===== config.mk =====
export PLATFORM = sky130hd
export DESIGN_NAME = fetch_queue_stage
export DESIGN_NICKNAME = d
export VERILOG_FILES = /design/src/rtl/fetch_queue_stage.sv
export SDC_FILE = /design/constraint.sdc
export NUM_CORES = 1
export LEC_CHECK = 0
export CORE_MARGIN = 5
export CORE_UTILIZATION = 50
export DETAILED_ROUTE_END_ITERATION = 16
export PLACE_DENSITY = 0.76
export REMOVE_ABC_BUFFERS = 1
export SLEW_MARGIN = 0
export SYNTH_ARGS = -nofsm -noshare
export SYNTH_HDL_FRONTEND = slang
export SYNTH_SLANG_ARGS = --single-unit

===== constraint.sdc =====
create_clock -name clk -period 4.8 [get_ports clk]
set_input_delay 0.48 -clock clk [delete_from_list [all_inputs] [get_ports clk]]
set_output_delay 0.48 -clock clk [all_outputs]
set_load 0.01 [all_outputs]

===== src/rtl/fetch_queue_stage.sv =====
// Fetch stage with early immediate decode, static branch prediction and an
// in-order instruction queue feeding decode through a valid/ready head.
module fetch_queue_stage #(
   parameter int unsigned     XLEN     = 32,
   parameter int unsigned     DEPTH    = 4,
   parameter logic [XLEN-1:0] RESET_PC = '0,
   parameter bit              BTFN_EN  = 1'b1
) (
   input  logic                       clk,
   input  logic                       reset,
   input  logic                       flush,
   input  logic                       misprediction,
   input  logic [XLEN-1:0]            correct_pc,
   input  logic [31:0]                instruction_i,
   input  logic                       instruction_valid,
   output logic [XLEN-1:0]            current_pc,
   input  logic                       decode_ready,
   output logic                       out_valid,
   output logic [31:0]                instruction_o,
   output logic [XLEN-1:0]            imm_o,
   output logic [XLEN-1:0]            pc_o,
   output logic [XLEN-1:0]            pc_plus_o,
   output logic                       branch_prediction_o,
   output logic [$clog2(DEPTH):0]     count_o,
   output logic                       full_o,
   output logic                       empty_o,
   output logic                       jalr_stall_o
);

   localparam int unsigned PW = $clog2(DEPTH);
   localparam int unsigned CW = PW + 1;

   localparam logic [6:0] OpJal    = 7'b1101111;
   localparam logic [6:0] OpBranch = 7'b1100011;
   localparam logic [6:0] OpJalr   = 7'b1100111;

   logic [XLEN-1:0] pc_q, pc_d;
   logic            stall_q, stall_d;
   logic [PW-1:0]   rd_ptr_q, rd_ptr_d;
   logic [PW-1:0]   wr_ptr_q, wr_ptr_d;
   logic [CW-1:0]   count_q, count_d;

   logic [31:0]     instr_q [DEPTH];
   logic [XLEN-1:0] imm_q   [DEPTH];
   logic [XLEN-1:0] pc_e_q  [DEPTH];
   logic [XLEN-1:0] pcp_q   [DEPTH];
   logic            pred_q  [DEPTH];

   logic [31:0]     imm32;
   logic [XLEN-1:0] imm_x;
   logic            is_jal, is_branch, is_jalr;
   logic            pred;
   logic [XLEN-1:0] pc_plus4;
   logic            push, pop, pop_eff;

   // Early immediate decode on the incoming word
   always_comb begin
      imm32 = '0;
      case (instruction_i[6:0])
         OpJal:    imm32 = {{12{instruction_i[31]}}, instruction_i[19:12], instruction_i[20],
                            instruction_i[30:21], 1'b0};
         OpBranch: imm32 = {{20{instruction_i[31]}}, instruction_i[7], instruction_i[30:25],
                            instruction_i[11:8], 1'b0};
         OpJalr:   imm32 = {{20{instruction_i[31]}}, instruction_i[31:20]};
         default:  imm32 = '0;
      endcase
   end

   assign imm_x     = XLEN'($signed(imm32));
   assign is_jal    = (instruction_i[6:0] == OpJal);
   assign is_branch = (instruction_i[6:0] == OpBranch);
   assign is_jalr   = (instruction_i[6:0] == OpJalr);
   // Backward-taken, forward-not-taken: a negative branch offset means a loop
   assign pred      = is_jal | (BTFN_EN & is_branch & imm32[31]);
   assign pc_plus4  = pc_q + XLEN'(4);

   assign full_o  = (count_q == CW'(DEPTH));
   assign empty_o = (count_q == '0);
   assign count_o = count_q;

   assign out_valid    = ~empty_o;
   assign current_pc   = pc_q;
   assign jalr_stall_o = stall_q;

   assign pop     = out_valid & decode_ready;
   assign push    = instruction_valid & (~full_o | pop) & ~stall_q & ~flush & ~misprediction;
   assign pop_eff = pop & ~flush & ~misprediction;

   always_comb begin
      pc_d     = pc_q;
      stall_d  = stall_q;
      rd_ptr_d = rd_ptr_q;
      wr_ptr_d = wr_ptr_q;
      count_d  = count_q;
      if (misprediction) begin
         pc_d     = correct_pc;
         stall_d  = 1'b0;
         rd_ptr_d = '0;
         wr_ptr_d = '0;
         count_d  = '0;
      end else if (flush) begin
         rd_ptr_d = '0;
         wr_ptr_d = '0;
         count_d  = '0;
      end else begin
         if (push) begin
            wr_ptr_d = wr_ptr_q + PW'(1);
            // JALR target is unknown here, so fetch parks until the redirect arrives
            if (is_jalr) begin
               stall_d = 1'b1;
            end else if (pred) begin
               pc_d = pc_q + imm_x;
            end else begin
               pc_d = pc_plus4;
            end
         end
         if (pop_eff) begin
            rd_ptr_d = rd_ptr_q + PW'(1);
         end
         case ({push, pop_eff})
            2'b10:   count_d = count_q + CW'(1);
            2'b01:   count_d = count_q - CW'(1);
            default: count_d = count_q;
         endcase
      end
   end

   always_ff @(posedge clk or negedge reset) begin
      if (!reset) begin
         pc_q     <= RESET_PC;
         stall_q  <= 1'b0;
         rd_ptr_q <= '0;
         wr_ptr_q <= '0;
         count_q  <= '0;
         instr_q  <= '{default: '0};
         imm_q    <= '{default: '0};
         pc_e_q   <= '{default: '0};
         pcp_q    <= '{default: '0};
         pred_q   <= '{default: 1'b0};
      end else begin
         pc_q     <= pc_d;
         stall_q  <= stall_d;
         rd_ptr_q <= rd_ptr_d;
         wr_ptr_q <= wr_ptr_d;
         count_q  <= count_d;
         if (push) begin
            instr_q[wr_ptr_q] <= instruction_i;
            imm_q[wr_ptr_q]   <= imm_x;
            pc_e_q[wr_ptr_q]  <= pc_q;
            pcp_q[wr_ptr_q]   <= pc_plus4;
            pred_q[wr_ptr_q]  <= pred;
         end
      end
   end

   assign instruction_o       = instr_q[rd_ptr_q];
   assign imm_o               = imm_q[rd_ptr_q];
   assign pc_o                = pc_e_q[rd_ptr_q];
   assign pc_plus_o           = pcp_q[rd_ptr_q];
   assign branch_prediction_o = pred_q[rd_ptr_q];

endmodule


==> results.md <==
- Status: finished, violations left
- Failing checks: hold timing
- Leakage power: 12.7 nW
- IO Pins: 238
- Setup crit end kind: flop
- Wl on met1: 26.2 mm
- Mapped Cells: 2047
- WS Path Type: input pin to flop
- N_diodes: 0
- Critical Path, Cell by Cell: clkdlybuf4s50_1 -> nor2b_1 -> nand4_1 -> nor3b_1 -> nand2_1 -> inv_1 -> ha_1 -> inv_1 -> fa_1 -> nand2b_1 -> a21oi_1 -> o21ai_1 -> a21oi_1 -> a31o_1 -> buf_4 -> xnor2_1 -> nor2_1 -> or4_1 -> nand3_1
- Vias in the first global route: 17880
- DR vias: 17110
- Avg Cell Area, Syn: between 10 and 15 µm²
- Root buf cell: clkbuf_16
- CP max stage delay: 0.49 ns
- Layout overhead on the synthesized area: 19.5%
- PD cells: approximately 390 nW/µm²
- Cts repair resizes: 0
- Post-Route WL: 63.4 mm
- YS warnings: 0
- Synth cell types: 70
- RSZ-0062 raised after global routing: false
- Slew @ Worst Pin: between 1 and 1.5 ns
- Worst path slowest cell: or4_1
- Placement row count: 80
- Yosys top cell area share: 52.4%
- Initial core utilization: 50.5%
- Crit path DAT: 4.69 ns
- Die Width: roughly 230 µm
- Worst-path fanout max: 9
- Hold WS: -0.0186 ns
- Post-route cell area: between 20000 and 30000 µm²
- Mux contribution to synthesized area: 22.6%
- Fin crit period: 4.15 ns
- Post-DP Area: 27000 µm²
- Tot GR Track Use: between 20% and 30%
- XOR/XNOR Fraction of Synth Area: 1.89%
- Cts bufs inserted: 53
- Sequential-to-total area share from yosys stat: 52.4%
- TritonCTS clock tree: done
- Register area: 12600 µm²
- Clock latency on the worst-skew pair: 0.60 ns
- Worst Setup Start Kind: input pin
- Mapped Area: 24100 µm²
- FFs w/ async S/R, synth: 100%
- Ys flop type: dfrtp_1
- IO buf count: around 240
- Most frequent cell after synthesis: dfrtp_1
- Initial DRT Pass Iterations: 5
- # setup viols final: 0
- Skew final: 0.0264 ns
- Post-synth top cells: 504 x dfrtp_1, 314 x nand2_1, 251 x o21ai_0
- Multi-input logic area: 10600 µm²
- Slew Limit Headroom: 30.9%
- Detail Route Antenna Nets: 0
- First-pass GRT wire length: 102 mm
- Routed wl met3: around 4.5 mm
- CTS clk-pin slew, worst paths: 0.06 ns
- Post-CTS Setup Bufs: 0
- Number of clock sinks: 504
- Period Utilization, post-route: 86.4%
- Fillers: around 3800
- Die height: 229 µm
- FMAX: 241 MHz
- Max_cap viols: 0
- Post-layout nets: 2309
- TNS Setup: 0 ns
- Synth area leaders: dfrtp_1 52%, mux2_2 11%, mux4_2 11%
- Wirelength per Cell: approximately 22 µm
- Hold crit path type: input pin to async pin
- CTS H-tree lvls: 2
- Yosys reg bits: 504
- Final Hold Fails: 6
- Worst EP required: roughly 5.3 ns
- Post-DP HPWL: 41.5 mm
- Largest family of logic cells by synthesized area: multiplexers
- Max Slew Vio Count: 0
- Complex-gate fraction of the synthesized area: 9.20%
- Clock tree buffer depth: 3
- Worst vdd ir: 0.345 mV
- Total core area: ~48000 µm²
- Number of enable flip-flop cells after synthesis: 0
- GP Congestion: ~0.9
- Simple-gate share of the synthesized area: 8.76%
- Grt total ovfl: 0
- Initial antenna violation count: 1
- Die area: between 50000 and 60000 µm²
- Top sig layer: met5
- DR WL met2: 30.7 mm
- Post-CTS Hold Buffers: 0
- Share of cells above drive strength 1: between 20% and 30%
- Adder-cell share of the synthesized area: 1.56%
- Largest area contributor in the netlist: dfrtp_1
- DRT iter0 DRCs: 1552
- Largest net degree at the start of global routing: 128
- Drt drc: 0
- Via density: 5.97
## path summary, 6_finish.rpt
kind	startpoint	to	slack, ns	cells past startpoint
setup / recovery	instruction_i[4]	current_pc[20]	0.65	19
hold / removal	reset	pc_e_q[72]	-0.02	1
setup reg to reg	current_pc[2]	current_pc[26]	1.19	10
hold reg to reg	imm_q[50]	imm_q[50]	0.48	2
max in group asynchronous	reset	instr_q[42]	3.58	2
min in group clk	misprediction	wr_ptr_q[1]	0.18	2
## sequential cells by signal (all words and copies together), names as in the netlist
signal	flops
count_o	3
current_pc	32
imm_q	84
instr_q	128
jalr_stall_o	1
pc_e_q	128
pcp_q	120
pred_q	4
rd_ptr_q	2
wr_ptr_q	2
## area by class of cell
class / count / share of cell area (%)
clock buffer: 75 / 5.35
clock inverter: 22 / 1.01
inverter: 39 / 0.509
multi-input combinational: 1337 / 37.0
sequential: 504 / 43.8
tap: 615 / 2.67
timing repair buffer: 276 / 9.65
## metal layers
| metal | GRT usage (%) | up-vias |
|---|---|---|
| met5 | 0 | - |
| met1 | 32.5 | 8738 |
| li1 | - | 7648 |
| met3 | 5.18 | 120 |
| met2 | 39.0 | 602 |
| met4 | 8.10 | 2 |
## where the power goes
group | leakage [nW] | switching [mW] | internal [mW]
sequential | 6.69 | 0.342 | 4.73
clock | 0.894 | 1.73 | 2.56
combinational | 5.10 | 0.807 | 1.04
## critical path, delay by kind of cell
kind	cells	cell delay, ns
xor gates and xnor gates	1	0.13
AOI/OAI and AO/OA	4	0.89
buffers and inverters	4	0.82
and+or+nand+nor	8	1.77
adders and majority gates	2	0.59
## layout by cell type, fill, tap and decap left out, types with 28 or more instances in the layout
cell type and n:
clkbuf_16 54, inv_1 38, nand2_1 310, a21oi_1 53
mux2_2 245, clkdlybuf4s50_1 235, nor2_1 69, mux4_2 116
dfrtp_1 502, xnor2_1 28, o21ai_0 251, buf_4 30
## logic make-up after synthesis
group	count (synthesis)
AO/OA/AOI/OAI	394
XOR/XNOR	52
adder cells (fa/ha/maj)	29
buffers and inverters	206
flip-flops	504
multiplexers	369
AND/OR/NAND/NOR	493
## metrics by stage
step / cells / setup WS, ns / utilization, % / total power [mW]
2_1_floorplan: 1880 / -1.31 / - / 6.00
3_3_place_gp: 2771 / 0.198 / 56.6 / 6.90
3_5_place_dp: 2771 / 0.118 / 56.6 / 7.00
4_1_cts: 2868 / 0.739 / 60.4 / 11.3
5_1_grt: 2868 / 0.336 / 60.4 / 11.7
6_report: 2868 / 0.653 / 60.4 / 11.2
(Power assumes the default switching activity.)
==> RTL change 1: new RTL, same settings <==
The parameter `BTFN_EN` goes from 1'b1 to 1'b0.
--- a/src/rtl/fetch_queue_stage.sv
+++ b/src/rtl/fetch_queue_stage.sv
@@ -4,7 +4,7 @@
    parameter int unsigned     XLEN     = 32,
    parameter int unsigned     DEPTH    = 4,
    parameter logic [XLEN-1:0] RESET_PC = '0,
-   parameter bit              BTFN_EN  = 1'b1
+   parameter bit              BTFN_EN  = 1'b0
 ) (
    input  logic                       clk,
    input  logic                       reset,
Formal check against the unedited RTL: not equivalent (a bounded check fails within 4 cycles, from zero or initial values and one cycle with reset low).
==> RTL change 1 against the unedited design <==
- the run still ends with negative hold slack left
- wire length is 0.66% lower
- clock skew is 6.6 ps lower
- register-to-register slack better by 340 ps
- cell area is 0.69% higher
- synthesized cell count is 0.49% lower
- total power is 2.5% lower
- sequential cell count stayed put
- synthesized area is 1.2% higher
- worst setup slack worse by 99 ps
- count of clock-buffer cells in the layout is 2 lower
- critical path type unchanged
==> RTL change 1: results (changes against the unedited design) <==
Parameter                              Value

GRT
  Met3 Usage GRT ... 5.276% (+0.099 points)
  Number of antenna violations at the first check in global routing ... 8 (+7)
  Global-route wire length before repair ... 102.3 mm (+0.64%)
  GR met1 Demand/Resource ... 32.08% (-0.39 points)
  Met2 Use GR ... 39.52% (+0.53 points)
  Largest net degree at the start of global routing ... 112 (-13%)
  Total GRT Usage ... 24.00% (about the same)
  Vias in the first global route ... 17953 (+0.41%)

Worst setup path
  FF-to-FF setup slack ... 1530 ps (+340 ps)
  Critical Path Max Stage Delay ... 570 ps (+80 ps)
  Critical path launch point ... instruction_i[6]
  Master of the slowest instance on the critical path ... clkdlybuf4s50_1
  Reg-to-reg endpoint ... pc_e_q[82]
  Path depth of the worst reg2reg path ... 7 (-3)
  Critical path fanouts, max ... 7 (-2)
  Start of the worst register-to-register path ... count_o[0]
  Worst setup endpoint ... current_pc[25]

Detailed routing
  Pre-antenna DRT Iters ... 5 (unchanged)
  Amount of wire on met3 after detailed routing ... 3.939 mm (-12%)
  Routed wire length per instance ... 21.96 um (-0.63%)
  Routed length on met2 ... 31.02 mm (+0.93%)
  Total routed wirelength ... 62.96 mm (-0.66%)
  Initial DRC count ... 1333 (-14%)
  Routed metal-1 wire length ... 25.97 mm (-0.79%)
  Uppermost signal routing layer after detailed routing ... met5
  Via count of the routed design ... 16916 (-1.1%)

Power and ir drop
  Maximum vdd ir drop ... 0.2685 mV (-22%)
  P_leak ... 12.98 nW (+2.3%)

Yosys
  Top cells by count, synth ... dfrtp_1 (504), nand2_1 (287), mux2_2 (257), o21ai_0 (240), mux4_2 (116)
  Instance count of the mapped netlist ... 2037 (-0.49%)
  Seq/Total Area, Yosys ... 51.75% (-0.62 points)
  Count of distinct cell types in the synthesized netlist ... 71 (+1.4%)
  Main area contributors after synthesis ... dfrtp_1 (52%), mux2_2 (12%), mux4_2 (11%)

Timing
  Setup skew after layout ... 19.89 ps (-6.557 ps)
  Rel. slew slack ... 26.67% (-4.2 points)
  Final hold viol count ... 1 (-5)
  Post-layout worst setup margin ... 554.1 ps (-98.74 ps)
  Worst hold margin ... -7.038 ps (+11.59 ps)

Clocking
  Clock Path Buffers ... 3 (unchanged)
  Skew-Pair Late Insertion Delay ... 590 ps
  Register clock-pin slew on the reported worst setup and hold paths ... 70 ps
  CTS Buf Count ... 52 (-1.9%)

Place
  Post-placement cell count ... 2771 (unchanged)
  Number of buffer cells added on primary ports ... 237 (unchanged)
  Post-DP HPWL ... 42.61 mm (+2.6%)
  RD Place Congestion ... 0.8838 (-4.0%)
  Worst setup slack after placement ... 17.42 ps (-100.6 ps)

Layout
  Largest registers ... instr_q x128, pc_e_q x128, pcp_q x120
  Final-stage net count ... 2312 (+0.13%)
  Fraction of final layout cells with drive strength greater than 1 ... 23.56% (+1.1 points)

Run status
  Violations in the final reports ... negative hold slack
  Outcome ... finished with violations
[RTL change 1: changes by cell type in the layout (fill, tap and decap cells not counted), moves of 8 or more]
cell and change:
mux2_2 +12, nand2_1 -27, o21ai_0 -11, nor2_1 +9, ha_1 +11, a21oi_1 +8, nor3_1 -12, nand2b_1 -9
a21o_1 +10
[RTL change 1: cell families after synthesis]
group / synth area share, %
AND/OR/NAND/NOR: 7.974
flip-flops: 51.75
XOR/XNOR: 2.120
adder cells (fa/ha/maj): 2.064
buffers and inverters: 3.640
multiplexers: 22.84
AO/OA/AOI/OAI: 9.606
[RTL change 1: per-stage QoR]
step	power [mW]	instance area [um^2]
after floorplan	5.916	23620
after global placement	6.781	27200
after detailed placement	6.868	27200
after CTS	11.03	28970
after global routing	11.40	28980
final	10.93	28980
[RTL change 1: worst min-delay path by stage]
stage | cells after the start | slack [ps] | from | to
after floorplan | 0 | 180 | reset | count_o[0]
after global placement | 2 | 460 | pcp_q[109] | pcp_q[109]
after detailed placement | 2 | 470 | imm_q[30] | imm_q[30]
after CTS | 1 | 3 | reset | pc_e_q[27]
after global routing | 1 | 30 | reset | pc_e_q[118]
final | 1 | -7 | reset | pc_e_q[118]
[RTL change 1: layout make-up]
class	count	area, um^2
clock inverters	19	207.7
clock buffers	73	1562
fillers	3713	19560
well taps	622	778.2
diodes	4	10.01
inverters	36	135.1
multi-input cells	1329	10900
flip-flops and latches	504	12620
repair buffers	280	2770
[RTL change 1: power breakdown]
part | switching [mW] | leakage (nW) | internal (mW) | total, mW
logic | 0.787 | 5.40 | 0.991 | 1.78
registers | 0.315 | 6.70 | 4.69 | 5.01
clock network | 1.67 | 0.881 | 2.47 | 4.14
total | 2.77 | 13.0 | 8.16 | 10.9
==> RTL change 2: new RTL, config.mk and constraints unchanged <==
Without the edit above. Put a register stage on the output `branch_prediction_o`, without a reset. The value now appears one clock later. The other outputs are not delayed to match.
--- a/src/rtl/fetch_queue_stage.sv
+++ b/src/rtl/fetch_queue_stage.sv
@@ -157,7 +157,9 @@
    assign imm_o               = imm_q[rd_ptr_q];
    assign pc_o                = pc_e_q[rd_ptr_q];
    assign pc_plus_o           = pcp_q[rd_ptr_q];
-   assign branch_prediction_o = pred_q[rd_ptr_q];
+   always_ff @(posedge clk) begin
+      branch_prediction_o <= pred_q[rd_ptr_q];
+   end
 
 endmodule
 
Check against the original RTL: not settled (the Yosys comparison gave no result); the edit may change what the design does.
==> RTL change 2 against the unedited design <==
- wire length about the same
- sequential cell count increased by 1
- critical path depth unchanged
- cell area increased by 0.17%
- non-clock buffer count increased by 11
- sequential share of layout area about the same
- synthesized area about the same
- clock skew decreased by 8.3 ps
- worst setup slack got worse by 180 ps
- total power decreased by 1.1%
- highest routed layer unchanged
==> RTL change 2: results (changes against the unedited design) <==
Parameter                              Value

Yosys
  Async set-reset flop share out of synthesis ... 99.80% (-0.20 points)
  Count of distinct cell types in the synthesized netlist ... 71 (+1.4%)
  Parity-gate share of the synthesized area counting xor and xnor cells ... 1.890% (about the same)
  Adder and majority cell fraction of the synthesized area ... 1.558% (about the same)
  Multiplexer fraction of the synthesized cell area ... 22.62% (about the same)
  Main area contributors after synthesis ... dfrtp_1 (52%), mux2_2 (11%), mux4_2 (11%)
  Share of the synthesized area in compound gates (AO/OA/AOI/OAI) ... 9.195% (about the same)
  Seq/Total Area, Yosys ... 52.42% (about the same)

Timing
  Rel. slew slack ... 38.69% (+7.8 points)
  Setup skew after layout ... 18.18 ps (-8.265 ps)

Worst setup path
  Critical Setup Path Class ... in -> reg
  Critical path launch point ... instruction_i[6]
  Critical Path Max Stage Delay ... 540 ps (+50 ps)
  Worst setup endpoint ... current_pc[22]
  Master of the slowest instance on the critical path ... clkdlybuf4s50_1
  Critical path arrival ... 4780 ps (+90 ps)
  Critical path fanouts, max ... 6 (-3)
  FF-to-FF setup slack ... 1270 ps (+80 ps)
  Reg-to-reg endpoint ... current_pc[26]
  CP top delay family ... compound AO/OA/AOI/OAI gates
  Start of the worst register-to-register path ... current_pc[2]

Place
  RD Place Congestion ... 0.9219 (about the same)
  Placed standard-cell area ... 27060 um^2 (+0.40%)
  Post-DP HPWL ... 42.47 mm (+2.3%)

Power and ir drop
  Maximum vdd ir drop ... 0.2422 mV (-30%)
  P_leak ... 12.72 nW (+0.27%)

Detailed routing
  Number of vias per cell after detailed routing ... 5.910 (-0.94%)
  Initial DRC count ... 1360 (-12%)
  Routed wire length per instance ... 22.03 um (-0.29%)

GRT
  Total GRT Usage ... 24.04% (+0.032 points)
  Met2 Use GR ... 39.38% (+0.38 points)
  Vias in the first global route ... 17751 (-0.72%)
  Largest net degree at the start of global routing ... 112 (-13%)
  Global-route wire length before repair ... 101.5 mm (-0.13%)
  GR met1 Demand/Resource ... 32.84% (+0.38 points)
  Met3 Usage GRT ... 5.388% (+0.21 points)

Run status
  Outcome ... finished clean

Clocking
  CTS Buf Count ... 53 (unchanged)
  Register clock-pin slew on the reported worst setup and hold paths ... 60 ps (about the same)

Layout
  Fillers ... 3720 (-2.0%)
  Fraction of final layout cells with drive strength greater than 1 ... 22.40% (about the same)
  Number of diodes added for antenna fixing ... 0 (unchanged)
  Final-stage net count ... 2321 (+0.52%)

Min path
  Hold Path Class ... in -> reg
-- RTL change 2: cell types whose count changed after synthesis --
cell	unedited run	this run
dfxtp_1	0	1
-- RTL change 2: layout make-up --
class                      instances  area, um^2  area share (%)
multi-input combinational       1337       10640           36.90
clock buffer                      84        1593           5.524
timing repair buffer             287        2875           9.973
tap                              615       769.5           2.669
sequential                       505       12640           43.84
clock inverter                    11       168.9          0.5859
inverter                          39       146.4          0.5077
-- RTL change 2: worst min path at each step --
stage          depth (start not counted)     endpoint          start  slack [ps]
6_report                               2  wr_ptr_q[0]  misprediction         300
4_1_cts                                2  wr_ptr_q[0]  misprediction         270
2_1_floorplan                          0   count_o[0]          reset         180
3_5_place_dp                           2    imm_q[14]      imm_q[14]         470
3_3_place_gp                           2   pcp_q[103]     pcp_q[103]         460
5_1_grt                                2  wr_ptr_q[0]  misprediction         320
-- RTL change 2: stage by stage --
stage	worst slack [ps]	TNS [ps]	instances
floorplan	-1312	-120100	1881
global placement	95.26	0	2782
detailed placement	-65.12	-80.86	2782
CTS	500.6	0	2878
global route	185.4	0	2878
finish	471.6	0	2878
-- RTL change 2: cell families after synthesis --
logic type      count (synthesis)
fa+ha+maj                      29
compound gates                394
flops                         505
xor+xnor                       52
simple gates                  493
mux                           369
buf+inv                       206
-- RTL change 2: timing repair --
action | CTS | global route
hold endpoints to repair | 83 | 0
hold buffers | 1 | 0
setup endpoints to repair | 0 | 0
-- RTL change 2: power by group --
group | leakage, nW | switching (mW) | internal, mW
Combinational | 5.16 | 0.807 | 1.04
Sequential | 6.70 | 0.343 | 4.74
Clock | 0.861 | 1.67 | 2.48
-- RTL change 2: layer usage --
layer | wire [um] | vias to the layer above
li1 | - | 7650
met2 | 30920 | 553
met1 | 26610 | 8700
met3 | 4361 | 103
met5 | 18 | -
met4 | 1511 | 2
